`config.mk`:
```
export PLATFORM = sky130hd
export DESIGN_NAME = urv_rf_write_arbiter
export DESIGN_NICKNAME = d
export VERILOG_FILES = /design/src/rtl/urv_rf_write_arbiter.sv
export SDC_FILE = /design/constraint.sdc
export NUM_CORES = 1
export LEC_CHECK = 0
export CORE_MARGIN = 2
export CORE_UTILIZATION = 39
export CTS_CLUSTER_SIZE = 20
export DETAILED_ROUTE_END_ITERATION = 8
export GPL_ROUTABILITY_DRIVEN = 0
export GPL_TIMING_DRIVEN = 0
export PLACE_DENSITY = 0.82
export SLEW_MARGIN = 20
export SYNTH_ARGS = -nofsm -noshare
export SYNTH_HDL_FRONTEND = slang
export SYNTH_SLANG_ARGS = --single-unit
```
`constraint.sdc`:
```
create_clock -name clk_i -period 2.1 [get_ports clk_i]
set_input_delay 0.315 -clock clk_i [delete_from_list [all_inputs] [get_ports clk_i]]
set_output_delay 0.315 -clock clk_i [all_outputs]
set_load 0.05 [all_outputs]
```
`src/rtl/urv_rf_write_arbiter.sv`:
```
// Register-file write-port arbiter: shares one write port between writeback, the
// long-latency unit and debug; tracks LU-pending registers and requests stalls on LU starvation.
module urv_rf_write_arbiter #(
   parameter int unsigned STARVE_MAX = 4,
   parameter bit          DBG_EN     = 1'b1
) (
   input  logic        clk_i,
   input  logic        rst_n_i,

   input  logic [4:0]  w_rd_i,
   input  logic [31:0] w_rd_value_i,
   input  logic        w_rd_store_i,

   input  logic        lu_valid_i,
   input  logic [4:0]  lu_rd_i,
   input  logic [31:0] lu_value_i,
   output logic        lu_ready_o,

   input  logic        dbg_valid_i,
   input  logic [4:0]  dbg_rd_i,
   input  logic [31:0] dbg_value_i,
   output logic        dbg_ready_o,

   input  logic        iss_valid_i,
   input  logic [4:0]  iss_rd_i,

   input  logic        d_check_i,
   input  logic [4:0]  d_rs1_i,
   input  logic [4:0]  d_rs2_i,
   input  logic [4:0]  d_rd_i,
   output logic        d_hazard_o,

   output logic        stall_req_o,

   output logic [4:0]  rf_rd_o,
   output logic [31:0] rf_rd_value_o,
   output logic        rf_rd_store_o
);

   localparam int unsigned NREG  = 32;
   localparam int unsigned XLEN  = 32;
   localparam int unsigned RW    = 5;
   localparam int unsigned CNT_W = 4;
   localparam logic [CNT_W-1:0] CNT_MAX = CNT_W'(STARVE_MAX);

   // Round-robin pointer: which of LU/DBG wins the next contested cycle
   typedef enum logic {
      RR_LU  = 1'b0,
      RR_DBG = 1'b1
   } rr_e;

   rr_e              rr_q, rr_d;
   logic [NREG-1:0]  pending_q, pending_d;
   logic [CNT_W-1:0] starve_cnt_q, starve_cnt_d;
   logic             stall_q, stall_d;

   logic             dbg_req;
   logic             lu_gnt;
   logic             dbg_gnt;

   // Grant selection: W always wins, then LU if starving, else round-robin
   always_comb begin
      dbg_req = DBG_EN && dbg_valid_i;
      lu_gnt  = 1'b0;
      dbg_gnt = 1'b0;
      if (!w_rd_store_i) begin
         if (stall_q) begin
            lu_gnt = lu_valid_i;
         end else if (lu_valid_i && dbg_req) begin
            if (rr_q == RR_LU) lu_gnt  = 1'b1;
            else               dbg_gnt = 1'b1;
         end else begin
            lu_gnt  = lu_valid_i;
            dbg_gnt = dbg_req;
         end
      end
   end

   assign lu_ready_o  = lu_gnt;
   assign dbg_ready_o = dbg_gnt;

   // Write port mux; idle port drives zeros
   always_comb begin
      rf_rd_store_o = w_rd_store_i | lu_gnt | dbg_gnt;
      rf_rd_o       = RW'(0);
      rf_rd_value_o = XLEN'(0);
      if (w_rd_store_i) begin
         rf_rd_o       = w_rd_i;
         rf_rd_value_o = w_rd_value_i;
      end else if (lu_gnt) begin
         rf_rd_o       = lu_rd_i;
         rf_rd_value_o = lu_value_i;
      end else if (dbg_gnt) begin
         rf_rd_o       = dbg_rd_i;
         rf_rd_value_o = dbg_value_i;
      end
   end

   // Next-state: scoreboard (set beats clear), starvation counter, RR pointer
   always_comb begin
      pending_d    = pending_q;
      starve_cnt_d = starve_cnt_q;
      rr_d         = rr_q;

      if (lu_gnt)
         pending_d[lu_rd_i] = 1'b0;
      if (iss_valid_i && (iss_rd_i != RW'(0)))
         pending_d[iss_rd_i] = 1'b1;
      pending_d[0] = 1'b0;

      if (!lu_valid_i || lu_gnt)
         starve_cnt_d = CNT_W'(0);
      else if (starve_cnt_q != CNT_MAX)
         starve_cnt_d = starve_cnt_q + CNT_W'(1);

      if (lu_gnt)
         rr_d = RR_DBG;
      else if (dbg_gnt)
         rr_d = RR_LU;
   end

   assign stall_d = (starve_cnt_d == CNT_MAX);

   always_ff @(posedge clk_i or negedge rst_n_i) begin
      if (!rst_n_i) begin
         pending_q    <= '0;
         starve_cnt_q <= '0;
         stall_q      <= 1'b0;
         rr_q         <= RR_LU;
      end else begin
         pending_q    <= pending_d;
         starve_cnt_q <= starve_cnt_d;
         stall_q      <= stall_d;
         rr_q         <= rr_d;
      end
   end

   assign stall_req_o = stall_q;
   assign d_hazard_o  = d_check_i &
                        (pending_q[d_rs1_i] | pending_q[d_rs2_i] | pending_q[d_rd_i]);

   // Protocol checks; re-issue to a register completing in the same cycle is legal,
   // and x0 results are never tracked so they never count as unexpected.
   always_ff @(posedge clk_i) begin
      if (rst_n_i) begin
         assert (!(iss_valid_i && (iss_rd_i != RW'(0)) && pending_q[iss_rd_i] &&
                   !(lu_gnt && (lu_rd_i == iss_rd_i))))
            else $error("issue to already-pending rd %0d", iss_rd_i);
         assert (!(lu_gnt && (lu_rd_i != RW'(0)) && !pending_q[lu_rd_i]))
            else $error("LU completion for non-pending rd %0d", lu_rd_i);
      end
   end

endmodule

```
### Word-level counts from Yosys, hierarchy flattened

Index checks and enable logic that the tools add are counted.

| word-level totals | value |
|---|---|
| flip-flop bits (word level) | 37 |
| bits of input ports | 138 |
| output and inout bits | 42 |
| logic and storage cells | 60 |

| cells by class | value |
|---|---|
| add/sub/neg operators | 1 |
| $lt $le $gt $ge | 7 |
| eq/ne operators | 2 |
| multiplexer cells | 30 |
| bitwise operators | 8 |
| reductions and logical operators | 8 |

Operator list:

| kind | count |
|---|---|
| 2-to-1 mux 32 bit | 5 |
| bitwise AND 32 bit | 1 |
| inverter 32 bit | 1 |
| bitwise OR 32 bit | 1 |
| < comparator 5 x 6 -> 1 bit (second input constant) | 5 |
| binary-select mux 1 bit (select 5 bit) | 3 |
| 2-to-1 mux 1 bit | 15 |
| 2-to-1 mux 5 bit | 3 |
| demux 1 bit (select 5 bit) | 2 |
| greater-or-equal comparator 5 x 1 -> 1 bit (second input constant) | 2 |
| 2-to-1 mux 4 bit | 2 |
| nonzero test 5 bit | 1 |
| adder 4 x 1 -> 4 bit (second input constant) | 1 |
| == test 4 x 3 -> 1 bit (second input constant) | 1 |
| logical AND 1 bit | 4 |
| != test 4 x 3 -> 1 bit (second input constant) | 1 |
| bitwise OR 1 bit | 4 |
| nonzero test 2 bit | 1 |
| bitwise AND 1 bit | 1 |
| logical NOT 1 bit | 1 |
| logical OR 1 bit | 1 |

### Longest topological paths before layout

| logic depth | value |
|---|---|
| word-level depth | 9 |
| mapped depth | 8 |

### Worst setup path after synthesis

OpenSTA, ideal clock, no wires.

| timing path | value |
|---|---|
| kind | reg2out |
| start point | register stall_q, in the netlist stall_req_o |
| end point | output port rf_rd_value_o[16] |
| arrival | 2.323 ns |
| required time | 1.785 ns |
| path slack | -0.538 ns |
| cell stages (with the launch flop) | 6 |
| path through | dfrtp_1 nand2b_1 nor3_2 clkbuf_1 a222oi_1 inv_1 |

| on the way | value |
|---|---|
| cells in the longest elaborated chain, start to end | 5 |
| elaborated cells on any way between the ends | 7 |
| those cells by class | mux (7) |

RTL lines:

| element | line | text |
|---|---|---|
| start, declared | 55 | `logic stall_q, stall_d;` |
| start signal, assigned | 133 | `stall_q <= stall_d;` |
| 2-to-1 mux 1 bit | 67 | `if (stall_q) begin` |
| 2-to-1 mux 1 bit | 66 | `if (!w_rd_store_i) begin` |
| named net dbg_ready_o | 22 | `output logic dbg_ready_o,` |
| 2-to-1 mux 32 bit | 93 | `end else if (dbg_gnt) begin` |
| 2-to-1 mux 32 bit | 90 | `end else if (lu_gnt) begin` |
| 2-to-1 mux 32 bit | 87 | `if (w_rd_store_i) begin` |
| end, declared | 36 | `output logic [31:0] rf_rd_value_o,` |

The timed path passes the listed nets, and every way through them passes these cells.

### Final worst setup path

| timing path | value |
|---|---|
| start point | register stall_q, in the netlist stall_req_o |
| end point | output port rf_rd_value_o[12] |

| on the way | value |
|---|---|
| cells in the longest elaborated chain, start to end | 5 |
| elaborated cells on any way between the ends | 7 |
| those cells by class | mux (7) |

RTL lines:

| element | line |
|---|---|
| 2-to-1 mux 1 bit | 67 |
| 2-to-1 mux 1 bit | 66 |
| 2-to-1 mux 32 bit | 93 |
| 2-to-1 mux 32 bit * | 90 |
| 2-to-1 mux 32 bit * | 87 |

Mark *: on every way between the ends. The rest lies on a longest branch, timed or not.

==> results.toml <==
[synthesis]
synth.top_cell.area_share = 0.297
synth_most_common_cell = "o21ai_0"
syn-cell-area_um2 = 3120
synth_warnings = 0
synthDistinctLibCells = 47
ys_ff_latch = 37
ys_async_sr_fraction = 1.00
synth-seq-area-share = 0.297
yosys.area.top_type = "dfrtp_1"
synth_common_cells = "o21ai_0, inv_1, dfrtp_1"
synth-main-ff-cell = "dfrtp_1"
synth-edff-count = 0
netlist_instances = 348
synth_area_leaders = "dfrtp_1, a222oi_1, o21ai_0"
synth_area_per_cell_um2 = 8.97
synth_fp_nets = 488

[timing]
relSlewSlack = 0.516
fmax_mhz = 413
grt_setup_unrepaired = "true"
period_minus_slack_ns = 2.42
hold_slack_ns = 0.365
setup_slack_ns = -0.322
drv_slew = 0
tightest_slew_ns = 0.726
fin_skew_ns = 0.00143
tns_ns = -5.77
fin_crit_sh = 1.15
hold_violations = 0
setup_viol = 38

[clocking]
cts_buffers = 5
clk_pin_slew_worst_paths_ns = 0.07
cts_root_buf = "clkbuf_8"
clk-insertion-delay-late_ns = 0.29
cts-htree-levels = 2
cts_max_path_buffers = 2
cts_tree = "built"
tritoncts_num_sinks = 37

[routing]
antenna_left = 0
drc_errors = 0
num_vias = 3970
drtPass1Iterations = 9
drtIter0Drc = 619
viasPerCell = 6.20
routed_wl_um = 14400
wl_per_cell_um = 22.5

[status]
failed_checks = "setup timing"
status = "finished with violations"

[cells_and_area]
layout-drive-gt1-share = 0.284
antennaDiodeCount = 0
syn_to_final_growth_pct = 74.3
nets = 678

[floorplan]
ios = 180
core_area_um2 = 7730
die-area_um2 = 8730
die_x_um = 93.5
die_h_um = 93.5
start_util = 0.404
fp-row-count = 32

[placement]
portBuffers = 167
dp_hpwl_um = 11400

[critical_path]
r2r_cells = 8
endpoint_kind = "primary output"
r2r_setup_slack_ns = 0.18
critPathMaxFanout = 5
r2r_start = "rr_q"
cp.required_ns = 1.78
path_class = "flop to primary output"
endpoint = "rf_rd_value_o[12]"
cp_common_cell = "buf_8"
worstPathArrival_ns = 2.11
crit_chain = "nor2b_4, a21o_1, inv_4, buf_8, a222oi_1, inv_2, buf_8"
cpPeakStageDelay_ns = 0.62
worstReg2RegEnd = "pending_q[11]"
critPathLaunch = "stall_req_o"
slowest_stage = "a222oi_1"
cp-start-kind = "flop"

[power_and_ir_drop]
p_leak_uw = 0.00224
powerDensity_nw_per_um2 = 602
ir_drop_v = 0.000367

[hold_path]
hold_class = "primary input to asynchronous set/reset pin"

[job]
max_cap_violations = 0

[global_route]
first_global_vias = 3882
overflow = 0
grt_first_pass_wirelength_um = 21400
grt_antenna_before_repair = 0
grt_use_total = 0.326
grt_max_degree = 36
stage by stage:
stage	setup slack, ns	utilization	cell area (um^2)	power [uW]	instances
finish	-0.322	0.704	5440	3280	640
global route	-0.404	0.704	5440	3420	640
CTS	-0.303	0.693	5360	3200	637
detailed placement	-1.24	0.650	5020	2580	618
global placement	-1.19	0.648	5000	2520	617
floorplan	0.000620	-	3210	1910	348
worst min path at each step:
stage,to,cells after the start,slack [ns],startpoint
after floorplan,pending_q[10],0,0.02,rst_n_i
after global placement,rr_q,1,0.51,rr_q
after detailed placement,starve_cnt_q[2],1,0.13,rst_n_i
after CTS,starve_cnt_q[2],2,0.36,rst_n_i
after global routing,starve_cnt_q[2],2,0.39,rst_n_i
final,starve_cnt_q[2],2,0.36,rst_n_i
placed cells by master (no fill, tap or decap), types with 3 or more instances in the layout:
cell type        Yosys  layout
buf_2                4       5
clkdlybuf4s50_1      0     121
dfrtp_1             37      36
dlygate4sd2_1        0       5
buf_12               0       3
nand3_1             13      13
nand2b_1             7       6
o21ai_0             63      62
nand3b_1             8       8
buf_1                3       3
mux2i_1              9       9
o31ai_1              4       4
nor2b_1             11       9
nor2_1               8       7
inv_2                1      30
mux4_2              13      13
clkbuf_8             0       8
a21oi_1              7       5
mux2_2               5       5
buf_6                4      32
clkbuf_1            13       6
buf_8                0       9
a222oi_1            35      35
buf_4                2      18
nand2_1             10      10
a2111oi_2            0       3
inv_1               47      17
cells by family after synthesis:
logic type | count (synthesis) | share of synthesized area
XOR/XNOR | 1 | 0.00281
multiplexers | 30 | 0.162
AO/OA/AOI/OAI | 130 | 0.290
AND/OR/NAND/NOR | 74 | 0.138
adder cells (fa/ha/maj) | 2 | 0.00802
flip-flops | 37 | 0.297
buffers and inverters | 74 | 0.103
registers in the layout, indices dropped and copies added, names as in the netlist:
| name | flops |
|---|---|
| pending_q | 31 |
| rr_q | 1 |
| stall_req_o | 1 |
| starve_cnt_q | 4 |
where the power goes:
part,total [uW],internal (uW),switching [uW]
combinational,1710,834,871
sequential,1070,872,194
clock,505,260,245
final cells by class:
type / instances / area [um^2]
Clock buffer: 7 / 86.3
Sequential cell: 37 / 927
Multi-Input combinational cell: 237 / 2040
Fill cell: 585 / 2290
Timing Repair Buffer: 185 / 1890
Tap cell: 102 / 128
Buffer: 24 / 191
Inverter: 48 / 183
worst max-delay path: cells and delay by family (launching register included):
| family | cells | cell delay, ns |
|---|---|---|
| AOI/OAI and AO/OA | 2 | 0.79 |
| DFF | 1 | 0.44 |
| buffers and inverters | 4 | 0.47 |
| and+or+nand+nor | 1 | 0.12 |
timing repair:
action	in CTS	in global routing
setup buffers	10	6
hold buffers	1	0
gates resized for setup	294	26
cloned	1	0
hold endpoints to repair	2	0
pin swaps	28	23
setup endpoints to repair	41	40
routing by layer:
layer  track usage  vias up  wire length, um
met1         0.395     1914             5280
met5             0        -                0
li1              -     1741                -
met2         0.529      269             6830
met3         0.115       46             1680
met4         0.129        0              597
Note: power is estimated with default switching activity, not from simulation.
==> variant 1 (same settings) <==
The localparam `CNT_W` goes from 4 to 6.
--- a/src/rtl/urv_rf_write_arbiter.sv
+++ b/src/rtl/urv_rf_write_arbiter.sv
@@ -40,7 +40,7 @@
    localparam int unsigned NREG  = 32;
    localparam int unsigned XLEN  = 32;
    localparam int unsigned RW    = 5;
-   localparam int unsigned CNT_W = 4;
+   localparam int unsigned CNT_W = 6;
    localparam logic [CNT_W-1:0] CNT_MAX = CNT_W'(STARVE_MAX);
 
    // Round-robin pointer: which of LU/DBG wins the next contested cycle
Function: same outputs for any inputs over 4 cycles, from zero or initial values and one cycle with rst_n_i low; that may be too few to reach the edited logic, so the function may still have changed.
==> variant 1 against the unedited design <==
The flow still finishes with violations (negative setup slack). Global-route usage down 1.6 points. Die area up 5.4%. Critical endpoint is now d_hazard_o. Setup slack better by 0.066 ns. Sequential cell count up 2. Clock skew up 0.0048 ns. Design area up 10%. Wire length up 4.7%. Total power up 8.5%. Area after synthesis up 5.7%.
==> variant 1: results (changes against the unedited design) <==
number of nets in the layout=706 (was 678); Slowest-stage cell, CP=mux4_2 (was a222oi_1); register area share after synthesis=29.6% (was 29.7%); vias per inst=6.13 (was 6.20); largest net degree at the start of global routing=22 (was 36); Ant. Diodes=1 (was 0); R2R setup slack=0.39 ns (was 0.18 ns); Initial DRC Count=416 (was 619); Synth cell types=46 (was 47); Post-Syn Nets=516 (was 488); Max VDD drop=0.381 mV (was 0.367 mV); final setup margin=-0.256 ns (was -0.322 ns); Total Routing Usage GR=31.0% (was 32.6%); failing checks=negative setup slack (unchanged); Post-Place Cells=648 (was 618); worst reg2reg path depth=6 (was 8); Crit. Startpoint=pending_q[30] (was stall_req_o); Clock-cell share=1.96% (was 1.59%); Critical Path Fanout Max=4 (was 5); outcome=finished with violations (unchanged); Place WS=-1.22 ns (was -1.24 ns); fin area=6000 sq um (was 5440 sq um); Final setup viols=38 (unchanged); total wire length=15100 um (was 14400 um); Worst Hold Class=in -> reg (was in -> async); multi-input gates=290 (was 237); clock buffers=6 (was 7); Setup crit end=d_hazard_o (was rf_rd_value_o[12]); Slew headroom=40.3% (was 51.6%); layout cells sized above 1=33.0% (was 28.4%); inverter count=16 (was 48); first-pass GRT wire length=21400 um (about the same); Non-clock buffers, area share=36.0% (was 38.2%); Crit path largest cell delay=0.47 ns (was 0.62 ns); end of the worst register-to-register path=pending_q[17] (was pending_q[11]); post-CTS setup buffers=9 (was 10); Final Util=73.0% (was 70.4%); top post-synthesis cells by area=dfrtp_1 30%, o21ai_0 14%, mux4_2 9.6%, a22oi_1 7.1%, mux4_1 5.6% (was dfrtp_1 30%, a222oi_1 11%, o21ai_0 10%, mux4_2 9.4%, inv_1 5.7%); clk sink count=39 (was 37); Fin Setup TNS=-4.97 ns (was -5.77 ns); DP Area=5350 sq um (was 5020 sq um); number of non-clock buffers=214 (was 209); top post-synthesis cells by count=92 x o21ai_0, 39 x dfrtp_1, 39 x nand2_1 (was 63 x o21ai_0, 47 x inv_1, 37 x dfrtp_1); port bufs=166 (was 167)
variant 1: kinds of logic after synthesis:
| kind of cell | after synthesis | share of synthesized area [%] |
|---|---|---|
| compound gates | 148 | 27.2 |
| xor+xnor | 4 | 1.06 |
| fa+ha+maj | 2 | 0.759 |
| buf+inv | 47 | 6.87 |
| flops | 39 | 29.6 |
| mux | 30 | 18.0 |
| simple gates | 106 | 16.5 |
variant 1: metal layers:
layer	wire length (um)	GRT usage, %	up-vias
met4	461	9.29	0
li1	-	-	1827
met2	7930	54.4	244
met3	1160	6.50	37
met5	0	0	-
met1	5510	38.3	2018
variant 1: power by group:
| group | leakage [nW] | switching, W | internal [W] |
|---|---|---|---|
| combinational | 1.82 | 0.000922 | 0.000893 |
| clock | 0.0612 | 0.000262 | 0.000385 |
| sequential | 0.470 | 0.000182 | 0.000913 |
variant 1: critical path: cells and delay by family (launching register included):
family                 cells  cell delay, ns
multiplexers               3            0.80
flip-flops                 1            0.43
AO/OA/AOI/OAI              2            0.34
buffers and inverters      1            0.17
==> variant 2 (same settings) <==
Made on the original files. `pending_q` no longer has a reset.
--- a/src/rtl/urv_rf_write_arbiter.sv
+++ b/src/rtl/urv_rf_write_arbiter.sv
@@ -123,16 +123,18 @@
 
    always_ff @(posedge clk_i or negedge rst_n_i) begin
       if (!rst_n_i) begin
-         pending_q    <= '0;
          starve_cnt_q <= '0;
          stall_q      <= 1'b0;
          rr_q         <= RR_LU;
       end else begin
-         pending_q    <= pending_d;
          starve_cnt_q <= starve_cnt_d;
          stall_q      <= stall_d;
          rr_q         <= rr_d;
       end
+   end
+
+   always_ff @(posedge clk_i) begin
+      pending_q <= pending_d;
    end
 
    assign stall_req_o = stall_q;
Formal check against the unedited RTL: not equivalent (a bounded check fails within 4 cycles, from zero or initial values and one cycle with rst_n_i low).
==> variant 2 against the unedited design <==
Count of clock-buffer cells in the layout is 1 higher. Critical path depth stayed put. Wire length is 7.8% lower. Register-to-register slack hardly changed. Global-route usage is 1.6 points lower. Area after synthesis is 5.0% lower. Design area is 3.5% lower. Setup slack better by 0.034 ns. Sequential share of layout area is 2.1 points lower. Combinational power is 4% lower. Largest cell class is now multi-input combinational cells. Sequential cell count stayed put. The flow finishes with violations (design-rule violations, negative setup slack). Cell count is 0.78% lower. Total power is 2.3% lower.
==> variant 2: results (changes against the unedited design) <==
outcome=finished with violations (unchanged); failing checks=design-rule violations, negative setup slack (was negative setup slack); biggest registers after layout=pending_q x31, starve_cnt_q x4 (unchanged); Least-Margin Pin Slew=0.654 ns (was 0.726 ns); number of nets in the layout=675 (was 678); Pleak=2.11 nW (was 2.24 nW); syn_area_per_cell=8.52 sq um (was 8.97 sq um); layout cells sized above 1=29.7% (was 28.4%); Async S/R FF share, synth=16.2% (was 100%); top post-synthesis cells by count=63 x o21ai_0, 47 x inv_1, 35 x a222oi_1 (was 63 x o21ai_0, 47 x inv_1, 37 x dfrtp_1); Worst EP arrival=2.07 ns (was 2.11 ns); area leader, netlist=dfxtp_1 (was dfrtp_1); first-pass GRT wire length=20400 um (was 21400 um); Crit path largest cell delay=0.55 ns (was 0.62 ns); half-perimeter wire length after placement=10200 um (was 11400 um); Ant. Diodes=0 (unchanged); Total Routing Usage GR=31.0% (was 32.6%); Synth cell types=48 (was 47); DP Area=4850 sq um (was 5020 sq um); # DRC=3 (was 0); port bufs=167 (unchanged); vias after detailed routing=3834 (was 3970); fillers=568 (was 585); register area share after synthesis=26.0% (was 29.7%); DR WL/cell=20.9 um (was 22.5 um); Critical Path Fanout Max=10 (was 5); H-Tree Depth=2 (unchanged); GR Util met3=11.6% (was 11.5%); Worst Hold Class=in -> async (unchanged); Max VDD drop=0.302 mV (was 0.367 mV); Post-Place Cells=614 (was 618); top post-synthesis cells by area=dfxtp_1 21%, a222oi_1 12%, o21ai_0 11%, mux4_2 9.9%, inv_1 5.9% (was dfrtp_1 30%, a222oi_1 11%, o21ai_0 10%, mux4_2 9.4%, inv_1 5.7%); root buffer cell=clkbuf_8 (unchanged); cts bufs inserted=5 (unchanged); Post-Syn Nets=488 (unchanged); largest net degree at the start of global routing=11 (was 36); total wire length=13300 um (was 14400 um); met2 usage=54.9% (was 52.9%); vias in the first global route=3911 (was 3882); Slowest-stage cell, CP=a222oi_1 (unchanged); clk slew on worst S/H paths=about 0.060 ns; switching share of total power=40.0% (about the same); Final setup viols=35 (was 38); Post-Route Skew=0.00485 ns (was 0.00143 ns); GR met1 Demand/Resource=33.9% (was 39.5%); warnings from Yosys=0 (unchanged); final setup margin=-0.288 ns (was -0.322 ns); Initial DRC Count=539 (was 619)
variant 2: power groups by stage:
stage                     logic, W  clock network [W]  registers, W
after floorplan           0.000926                  0      0.000987
after global placement     0.00143                  0       0.00105
after detailed placement   0.00146                  0       0.00106
after CTS                  0.00160           0.000471       0.00106
after global routing       0.00174           0.000508       0.00109
final                      0.00165           0.000474       0.00108
variant 2: worst max-delay path: cells and delay by family (launching register included):
kind	cells	cell delay, ns
flip-flops	1	0.44
AO/OA/AOI/OAI	2	0.70
AND/OR/NAND/NOR	1	0.13
buffers and inverters	4	0.52
variant 2: layer usage:
metal / share of wire [%] / wire (um) / vias up
li1: - / - / 1731
met3: 12 / 1540 / 37
met2: 50 / 6670 / 250
met1: 35 / 4580 / 1816
met5: 0 / 0 / -
met4: 3.5 / 461 / 0
variant 2: kinds of logic after synthesis:
group | count (synthesis) | share of synthesized area [%]
adder cells (fa/ha/maj) | 2 | 0.844
AND/OR/NAND/NOR | 74 | 14.5
flip-flops | 37 | 26.0
multiplexers | 30 | 17.1
buffers and inverters | 74 | 10.8
XOR/XNOR | 1 | 0.295
AO/OA/AOI/OAI | 130 | 30.5
variant 2: repair_timing:
item	4_1_cts	5_1_grt
hold buffers	0	0
buffers inserted	9	5
pin swaps	17	15
hold endpoints to repair	0	0
gates resized for setup	301	26
cloned	2	0
setup endpoints to repair	41	38
variant 2: path summary, 6_finish.rpt:
check	from	to	slack, ns	cells after the start
setup / recovery	stall_req_o	rf_rd_value_o[11]	-0.29	7
hold / removal	rst_n_i	starve_cnt_q[0]	0.26	1
setup reg to reg	rr_q	pending_q[15]	0.18	7
hold reg to reg	pending_q[8]	pending_q[8]	0.50	2
max in group asynchronous	rst_n_i	stall_req_o	1.62	1
min in group clk_i	pending_q[8]	pending_q[8]	0.50	2
variant 2: per-stage QoR:
| step | TNS (ns) | hold slack [ns] | setup WS [ns] |
|---|---|---|---|
| after floorplan | 0 | 0.0194 | 0.000664 |
| after global placement | -40.97 | 0.487 | -1.15 |
| after detailed placement | -43.00 | 0.503 | -1.22 |
| after CTS | -2.85 | 0.264 | -0.250 |
| after global routing | -6.81 | 0.270 | -0.379 |
| final | -3.52 | 0.257 | -0.288 |
variant 2: layout make-up:
class | count | area [sq um] | share of cell area [%]
multi-input cells | 237 | 2120 | 40.3
repair buffers | 180 | 1770 | 33.7
flip-flops and latches | 37 | 783 | 14.9
plain buffers | 26 | 194 | 3.70
inverters | 48 | 180 | 3.43
well taps | 99 | 124 | 2.36
clock buffers | 8 | 80.1 | 1.53
